<file path="config.mk">
export PLATFORM = sky130hd
export DESIGN_NAME = or_force_unit
export DESIGN_NICKNAME = d
export VERILOG_FILES = /design/src/rtl/or_force_pkg.sv /design/src/rtl/or_reduce_n.sv /design/src/rtl/or_force_unit.sv
export SDC_FILE = /design/constraint.sdc
export NUM_CORES = 1
export LEC_CHECK = 0
export BUFFER_PORTS_ARGS = -buffer_cell sky130_fd_sc_hd__buf_2
export CAP_MARGIN = 30
export CORE_MARGIN = 2
export CORE_UTILIZATION = 45
export DETAILED_ROUTE_END_ITERATION = 10
export GPL_TIMING_DRIVEN = 1
export PLACE_DENSITY = 0.7
export SYNTH_ARGS = -nofsm -noshare
export SYNTH_HDL_FRONTEND = slang
export SYNTH_SLANG_ARGS = --single-unit
</file>
<file path="constraint.sdc">
create_clock -name clk -period 2.7 [get_ports clk]
set_clock_uncertainty 0.15 [all_clocks]
set_input_delay 0.54 -clock clk [delete_from_list [all_inputs] [get_ports clk]]
set_output_delay 0.54 -clock clk [all_outputs]
set_load 0.005 [all_outputs]
</file>
<file path="src/rtl/or_force_pkg.sv">
// Shared types for the OR/force unit: the command opcodes and the command FSM states.
package or_force_pkg;

  typedef enum logic [1:0] {
    OP_NOP         = 2'b00,
    OP_FORCE       = 2'b01,
    OP_RELEASE     = 2'b10,
    OP_RELEASE_ALL = 2'b11
  } cmd_op_e;

  typedef enum logic {
    ST_IDLE  = 1'b0,
    ST_APPLY = 1'b1
  } state_e;

endpackage

</file>
<file path="src/rtl/or_reduce_n.sv">
// Combinational per-bit OR across N packed W-bit channels; channel k sits in in_bus[k*W +: W].
module or_reduce_n #(
  parameter int W = 2,
  parameter int N = 2
) (
  input  logic [N*W-1:0] in_bus,
  output logic [W-1:0]   raw
);

  always_comb begin
    raw = '0;
    for (int k = 0; k < N; k++) begin
      raw = raw | in_bus[k*W +: W];
    end
  end

endmodule

</file>
<file path="src/rtl/or_force_unit.sv">
// Registered OR of N input channels with per-bit overrides: indefinite or timed forces
// sharing one down-counting hold timer, plus a one-cycle command FSM.
//   state    | meaning
//   ST_IDLE  | cmd_ready=1, a non-NOP accept applies its effect on this edge
//   ST_APPLY | cmd_ready=0 for one cycle after a non-NOP accept
module or_force_unit
  import or_force_pkg::*;
#(
  parameter  int W        = 2,
  parameter  int N        = 2,
  parameter  int HOLD_MAX = 15,
  localparam int HW       = $clog2(HOLD_MAX + 1)
) (
  input  logic           clk,
  input  logic           rst_n,
  input  logic [N*W-1:0] in_bus,
  input  logic           cmd_valid,
  output logic           cmd_ready,
  input  logic [1:0]     cmd_op,
  input  logic [W-1:0]   cmd_mask,
  input  logic [W-1:0]   cmd_value,
  input  logic [HW-1:0]  cmd_hold,
  output logic [W-1:0]   out_q,
  output logic [W-1:0]   forced,
  output logic           rel_pulse
);

  state_e        state_q;
  cmd_op_e       op;
  logic          accept;
  logic [W-1:0]  raw;
  logic [W-1:0]  out_d;
  logic [W-1:0]  forced_q, forced_d;
  logic [W-1:0]  fval_q, fval_d;
  logic [W-1:0]  timed_q, timed_d;
  logic [HW-1:0] timer_q, timer_d;
  logic [HW-1:0] hold_sat;
  logic          rel_q, rel_d;

  or_reduce_n #(.W(W), .N(N)) u_or_reduce (
    .in_bus (in_bus),
    .raw    (raw)
  );

  assign op        = cmd_op_e'(cmd_op);
  assign cmd_ready = (state_q == ST_IDLE);
  assign accept    = cmd_valid & cmd_ready;
  assign hold_sat  = (32'(cmd_hold) > HOLD_MAX) ? HW'(HOLD_MAX) : cmd_hold;
  assign out_d     = (forced_q & fval_q) | (~forced_q & raw);
  assign forced    = forced_q;
  assign rel_pulse = rel_q;

  // Expiry is resolved first so that a FORCE accepted on the expiry edge overrides it.
  always_comb begin
    forced_d = forced_q;
    fval_d   = fval_q;
    timed_d  = timed_q;
    timer_d  = timer_q;
    rel_d    = 1'b0;
    if (timer_q != '0) begin
      timer_d = timer_q - HW'(1);
      if (timer_q == HW'(1)) begin
        forced_d = forced_q & ~timed_q;
        timed_d  = '0;
        rel_d    = 1'b1;
      end
    end
    if (accept) begin
      case (op)
        OP_NOP: ;
        OP_FORCE: begin
          forced_d = forced_d | cmd_mask;
          fval_d   = (fval_d & ~cmd_mask) | (cmd_value & cmd_mask);
          if (cmd_hold != '0) begin
            timed_d = timed_d | cmd_mask;
            timer_d = hold_sat;
          end else begin
            timed_d = timed_d & ~cmd_mask;
          end
        end
        OP_RELEASE: begin
          forced_d = forced_d & ~cmd_mask;
          timed_d  = timed_d & ~cmd_mask;
        end
        OP_RELEASE_ALL: begin
          forced_d = '0;
          timed_d  = '0;
          timer_d  = '0;
        end
      endcase
    end
    // With nothing left on a timed hold the timer is dropped silently.
    if (timed_d == '0) timer_d = '0;
  end

  always_ff @(posedge clk or negedge rst_n) begin
    if (!rst_n) begin
      out_q    <= '0;
      forced_q <= '0;
      fval_q   <= '0;
      timed_q  <= '0;
      timer_q  <= '0;
      rel_q    <= 1'b0;
    end else begin
      out_q    <= out_d;
      forced_q <= forced_d;
      fval_q   <= fval_d;
      timed_q  <= timed_d;
      timer_q  <= timer_d;
      rel_q    <= rel_d;
    end
  end

  always_ff @(posedge clk or negedge rst_n) begin
    if (!rst_n) begin
      state_q <= ST_IDLE;
    end else begin
      case (state_q)
        ST_IDLE:  if (accept && op != OP_NOP) state_q <= ST_APPLY;
        ST_APPLY: state_q <= ST_IDLE;
        default:  state_q <= ST_IDLE;
      endcase
    end
  end

endmodule
</file>
### After elaboration in Yosys (flattened, before gate mapping)

Cells that the tools add are included.

| storage, ports and cells | value |
|---|---|
| register bits after elaboration | 14 |
| bits in latches | 0 |
| RAM bits | 0 |
| ROM bits | 0 |
| input bits | 17 |
| output and inout bits | 6 |
| logic and storage cells | 53 |
| memories | 0 |

| cells by class | value |
|---|---|
| add/subtract/negate cells | 1 |
| $mul | 0 |
| divide/modulo/power cells | 0 |
| magnitude comparators | 0 |
| equality and inequality tests | 4 |
| shift operators | 0 |
| multiplexer cells | 18 |
| bitwise operators | 17 |
| reduce and logical (&&, ||, !) cells | 6 |

Operators by type and width:

| kind | number |
|---|---|
| two-way mux 4 bit | 4 |
| bitwise AND 2 bit | 7 |
| two-way mux 2 bit | 7 |
| one-hot mux 2 bit (3 select lines) | 2 |
| bitwise OR 2 bit | 5 |
| one-hot mux 4 bit (2 select lines) | 1 |
| nonzero test 4 bit | 2 |
| NOT 2 bit | 3 |
| equality test 2 bit, second input constant | 2 |
| equality test 4 x 1 -> 1 bit, second input constant | 1 |
| subtractor 4 x 1 -> 4 bit, second input constant | 1 |
| two-way mux 1 bit | 3 |
| equality test 2 x 1 -> 1 bit, second input constant | 1 |
| logical NOT 2 bit | 1 |
| one-hot mux 1 bit (2 select lines) | 1 |
| AND reduction 2 bit | 1 |
| nonzero test 2 bit | 1 |
| bitwise AND 1 bit | 1 |
| logical AND 1 bit | 1 |
| NOT 1 bit | 1 |

### Depth between registers and ports, before layout

| logic depth | value |
|---|---|
| word-level depth | 9 |
| gate-level depth with buffers | 7 |
| gate-level depth less buffers | 7 |

### Modules after synthesis

From an unflattened synthesis, not the netlist that was laid out.

| second synthesis, totals | value |
|---|---|
| cell total of the unflattened synthesis | 85 |
| area, all modules | 832.0 µm² |

Modules (own cells, without submodules):

| module | instances | cells each | area each (µm²) | seq. area each (µm²) |
|---|---|---|---|---|
| or_force_unit | 1 | 83 | 819.5 | 350.3 |
| or_reduce_n | 1 | 2 | 12.5 | 0.0 |

### Worst setup path after synthesis

No wires, ideal clock.

| path | value |
|---|---|
| kind | register to register |
| start point | register timer_q[0] |
| end point | register timer_q[3] |
| library setup time | 0.126 ns |
| arrival time | 1.636 ns |
| required time | 2.424 ns |
| path slack | 0.788 ns |
| cell stages (with the launch flop) | 7 |
| buffers on the path | 0 |
| period minus slack after synthesis | 1.912 ns |
| cells stage by stage | dfrtp_1 inv_1 ha_1 or4b_4 a32o_2 nor2_8 a21oi_1 |

| on the way | value |
|---|---|
| longest elaborated chain between the ends | 9 |
| elaborated cells on any way between the ends | 16 |
| those cells by class | add/sub: 1; eq/ne: 1; mux: 10; bitwise: 2; reduce/logical: 2 |

RTL lines:

| element | RTL line | RTL |
|---|---|---|
| start, declared | or_force_unit.sv:36 | `logic [HW-1:0] timer_q, timer_d;` |
| start signal, assigned | or_force_unit.sv:109 | `timer_q <= timer_d;` |
| equality test 4 x 1 -> 1 bit | or_force_unit.sv:62 | `if (timer_q == HW'(1)) begin` |
| two-way mux 2 bit | or_force_unit.sv:62 |  |
| two-way mux 2 bit * | or_force_unit.sv:60 | `if (timer_q != '0) begin` |
| bitwise AND 2 bit / bitwise OR 2 bit (equally long branches) | or_force_unit.sv:78, or_force_unit.sv:83, or_force_unit.sv:75 |  |
| two-way mux 2 bit | or_force_unit.sv:74 | `if (cmd_hold != '0) begin` |
| one-hot mux 2 bit (3 select lines) | or_force_unit.sv:69 | `case (op)` |
| two-way mux 2 bit * | or_force_unit.sv:68 | `if (accept) begin` |
| net timed_d[0] | or_force_unit.sv:35 | `logic [W-1:0] timed_q, timed_d;` |
| logical NOT 2 bit * | or_force_unit.sv:93 | `if (timed_d == '0) timer_d = '0;` |
| two-way mux 4 bit * | or_force_unit.sv:93 |  |
| net timer_d[3] | or_force_unit.sv:36 |  |

Mark *: on every way through the listed nets, which the timed path passes. The rest lies on a longest branch.
A chain may end at the register's enable or synchronous reset.

### Final worst setup path

Same ends and word-level chain as after synthesis.

==> PnR_summary.wiki <==
{| class="wikitable"
! Metric !! Value
|-
| Worst hold slack || 0.331 ns
|-
| Initial standard-cell utilization of the core || 47.6%
|-
| Portion of total power attributed to combinational logic || 45.9%
|-
| # nets final || 133
|-
| Post-synthesis register bit count || 14
|-
| Number of global-route vias before repair || 595
|-
| Share of total power consumed by net switching || 35.9%
|-
| Syn Nets || 107
|-
| Number of cells on the worst reg-to-reg path || 6
|-
| Area of the mapped netlist || 822 µm²
|-
| Number of library cell types mapped by synthesis || 28
|-
| 1st-pass router iterations || 4
|-
| Resized Gates After CTS || 0
|-
| Final min period || 2.01 ns
|-
| Routed length per instance || 11.4 µm
|-
| Total negative setup slack || 0 ns
|-
| Number of hold violations in the final report || 0
|-
| Cell taking the most area after synthesis || dfrtp_1
|-
| Number of cells traversed by the worst hold path || 2
|-
| Seq pwr share || 36.4%
|-
| Instance count of the mapped netlist || 87
|-
| Int Pwr || 0.000534 W
|-
| Die boundary width || 46.7 µm
|-
| Port Buf Inserts || 22
|-
| Worst IR Drop VDD || 0.000410 V
|-
| Post-detailed-placement half-perimeter wirelength || 1250 µm
|-
| TritonCTS clock tree || done
|-
| Placement Rows || 15
|-
| Post-synth EDFFs || 0
|-
| Average via count per standard cell || 5.03
|-
| Result of the run || completed
|-
| Setup repair after global routing missed its margin || no
|-
| Part of the Yosys area used for sequential elements || 42.6%
|-
| Achievable clock frequency || 0.496 GHz
|-
| Clock share of power || 17.7%
|-
| Final Setup Violations || 0
|-
| Aggregate global-route resource usage || 16.3%
|-
| Aggregate global routing overflow || 0
|-
| Top-Level Pins || 23
|-
| Number of buffers on the longest clock path || 2
|-
| Standard cell core area || 1730 µm²
|-
| Worst Tran Pin Value || 0.446 ns
|-
| Fraction of post-synthesis cell area in the top cell type by area || 42.6%
|-
| Critical Path Start Type || flip-flop
|-
| ANT cells || 0
|-
| Post-CTS clock slew at the launch and capture registers of the worst setup and hold paths || 0.08 ns
|-
| H-Tree Level Count || 1
|-
| Top cells by area, synth || dfrtp_1, o21ai_0, nand2_1, ha_1, nand3b_1
|-
| Sw power || 0.000300 W
|-
| Number of sinks on the clock net || 14
|-
| Vias post-DR || 689
|-
| Count of pins over their slew limit || 0
|-
| Filler cells || 165
|-
| Synthesized area per cell || 9.45 µm²
|-
| Post-detailed-route DRC marker count || 0
|-
| DIE AREA || 2180 µm²
|-
| DRT iter0 DRCs || 14
|-
| Final Cycle Share || 74.6%
|-
| Crit path kind || reg -> reg
|-
| Layout cells sized above 1 || 33.0%
|-
| Die H || 46.7 µm
|-
| Data arrival at the endpoint of the critical path || 2.03 ns
|-
| Cts bufs inserted || 3
|-
| Class of the tightest hold or removal check || reg -> reg
|-
| Library cell with the highest instance count after synthesis || dfrtp_1
|-
| Required time worst endpoint || 2.71 ns
|-
| Root buffer selected by CTS || clkbuf_4
|-
| Total power divided by cell area || 832 nW/µm²
|-
| Yosys warnings || 0
|-
| Cell leakage power || 0.472 nW
|-
| Total routed wirelength || 1560 µm
|-
| GPL Wtd Cong || 0.764
|-
| Critical Path Fanout Max || 4
|-
| Post-CTS Repair Setup Buffers || 0
|-
| Wire length of the first global-routing pass || 2480 µm
|-
| Initial antenna violation count || 0
|-
| Maximum number of pins on one net before global-route repair || 15
|-
| Fraction of registers with async set/reset || 100%
|-
| Cell types with the highest counts after synthesis || dfrtp_1, o21ai_0, nand2_1
|-
| Clock latency at the later pin of the worst-skew pair || 0.27 ns
|-
| Post-synthesis to final-layout area growth || 21.9%
|-
| Number of violations of the max-capacitance limit || 0
|-
| Commonest register cell after synthesis || dfrtp_1
|-
| Slew HR || 70.0%
|-
| Crit end category || flip-flop
|-
| Number of nets with antenna violations after detailed routing || 0
|}
==> critical path: stages (launching register included) <==
cell and delay [ns]:
dfrtp_1 0.41, inv_1 0.09, ha_1 0.23, or4b_4 0.50, a32o_2 0.33, nor2_8 0.14, a21oi_1 0.06
==> power by group through the flow <==
stage               logic (W)  registers [W]  clock network (W)
floorplan            0.000286       0.000302                  0
global placement     0.000375       0.000306                  0
detailed placement   0.000384       0.000309                  0
CTS                  0.000387       0.000305           0.000154
global route         0.000443       0.000312           0.000158
finish               0.000383       0.000303           0.000148
==> worst paths after layout <==
path	end	from	slack, ns
max in group asynchronous	rel_pulse$_DFF_PN0_	rst_n	1.63
max	timer_q[3]$_DFF_PN0_	timer_q[0]$_DFF_PN0_	0.69
min in group asynchronous	state_q$_DFF_PN0_	rst_n	0.53
min reg2reg	out_q[0]$_DFF_PN0_	flip-flop	0.33
min	out_q[0]$_DFF_PN0_	flip-flop	0.33
max reg2reg	timer_q[3]$_DFF_PN0_	timer_q[0]$_DFF_PN0_	0.69
==> what timing repair did <==
| item | in CTS | in global routing |
|---|---|---|
| setup endpoints to repair | 0 | 0 |
| endpoints found under the hold margin | 14 | 0 |
| hold buffers | 1 | 0 |
==> layout by cell type, fill, tap and decap left out <==
master / n
maj3_1: 2
a22oi_1: 1
o21ai_0: 12
and2b_2: 1
ha_1: 3
mux2_2: 2
a21o_2: 1
or4b_4: 1
inv_1: 4
clkbuf_8: 1
or3_1: 1
nand3b_1: 4
a32o_2: 2
nand2_1: 11
dlygate4sd3_1: 1
clkbuf_4: 3
nor2b_1: 4
buf_2: 22
and2_1: 1
nor2b_2: 1
nor3_1: 1
dfrtp_1: 14
a21boi_0: 2
a21oi_2: 2
xnor2_1: 1
nor3b_1: 1
nor4_1: 1
nand2b_1: 2
nor2_8: 1
a21oi_1: 3
nor2_1: 6
==> cell type report <==
type,instances,area [µm²],area share [%]
multi-input combinational,67,449,44.8
timing repair buffer,23,120,12.0
inverter,4,15.0,1.50
clock buffer,4,36.3,3.62
tap,25,31.3,3.12
sequential,14,350,35.0
==> cell families (layout without fill, tap and decap cells) <==
kind of cell             count (synthesis)  count (layout)  share of synthesized area (%)
multiplexers                             2               2                           2.74
flip-flops                              14              14                           42.6
adder cells (fa/ha/maj)                  5               5                           7.00
XOR/XNOR                                 1               1                           1.07
AND/OR/NAND/NOR                         36              36                           26.0
buffers and inverters                    6              31                           2.74
AO/OA/AOI/OAI                           23              23                           17.8
==> routing by layer <==
metal / part of all wire [%] / global-route usage, %
met4: 0.77 / 6.67
met1: 45 / 21.7
met3: 3.9 / 3.46
met5: 0 / 0
met2: 51 / 26.1
==> per-stage QoR <==
stage          total power (W)  util (%)  cells  setup WS (ns)  cell area, µm²
2_1_floorplan         0.000589         -     87          0.788             822
3_3_place_gp          0.000680      55.4    132          0.746             956
3_5_place_dp          0.000693      55.4    132          0.681             956
4_1_cts               0.000846      58.0    137          0.668            1000
5_1_grt               0.000913      58.0    137          0.584            1000
6_report              0.000834      58.0    137          0.686            1000
No activity file was read; power rests on OpenSTA's default activity.
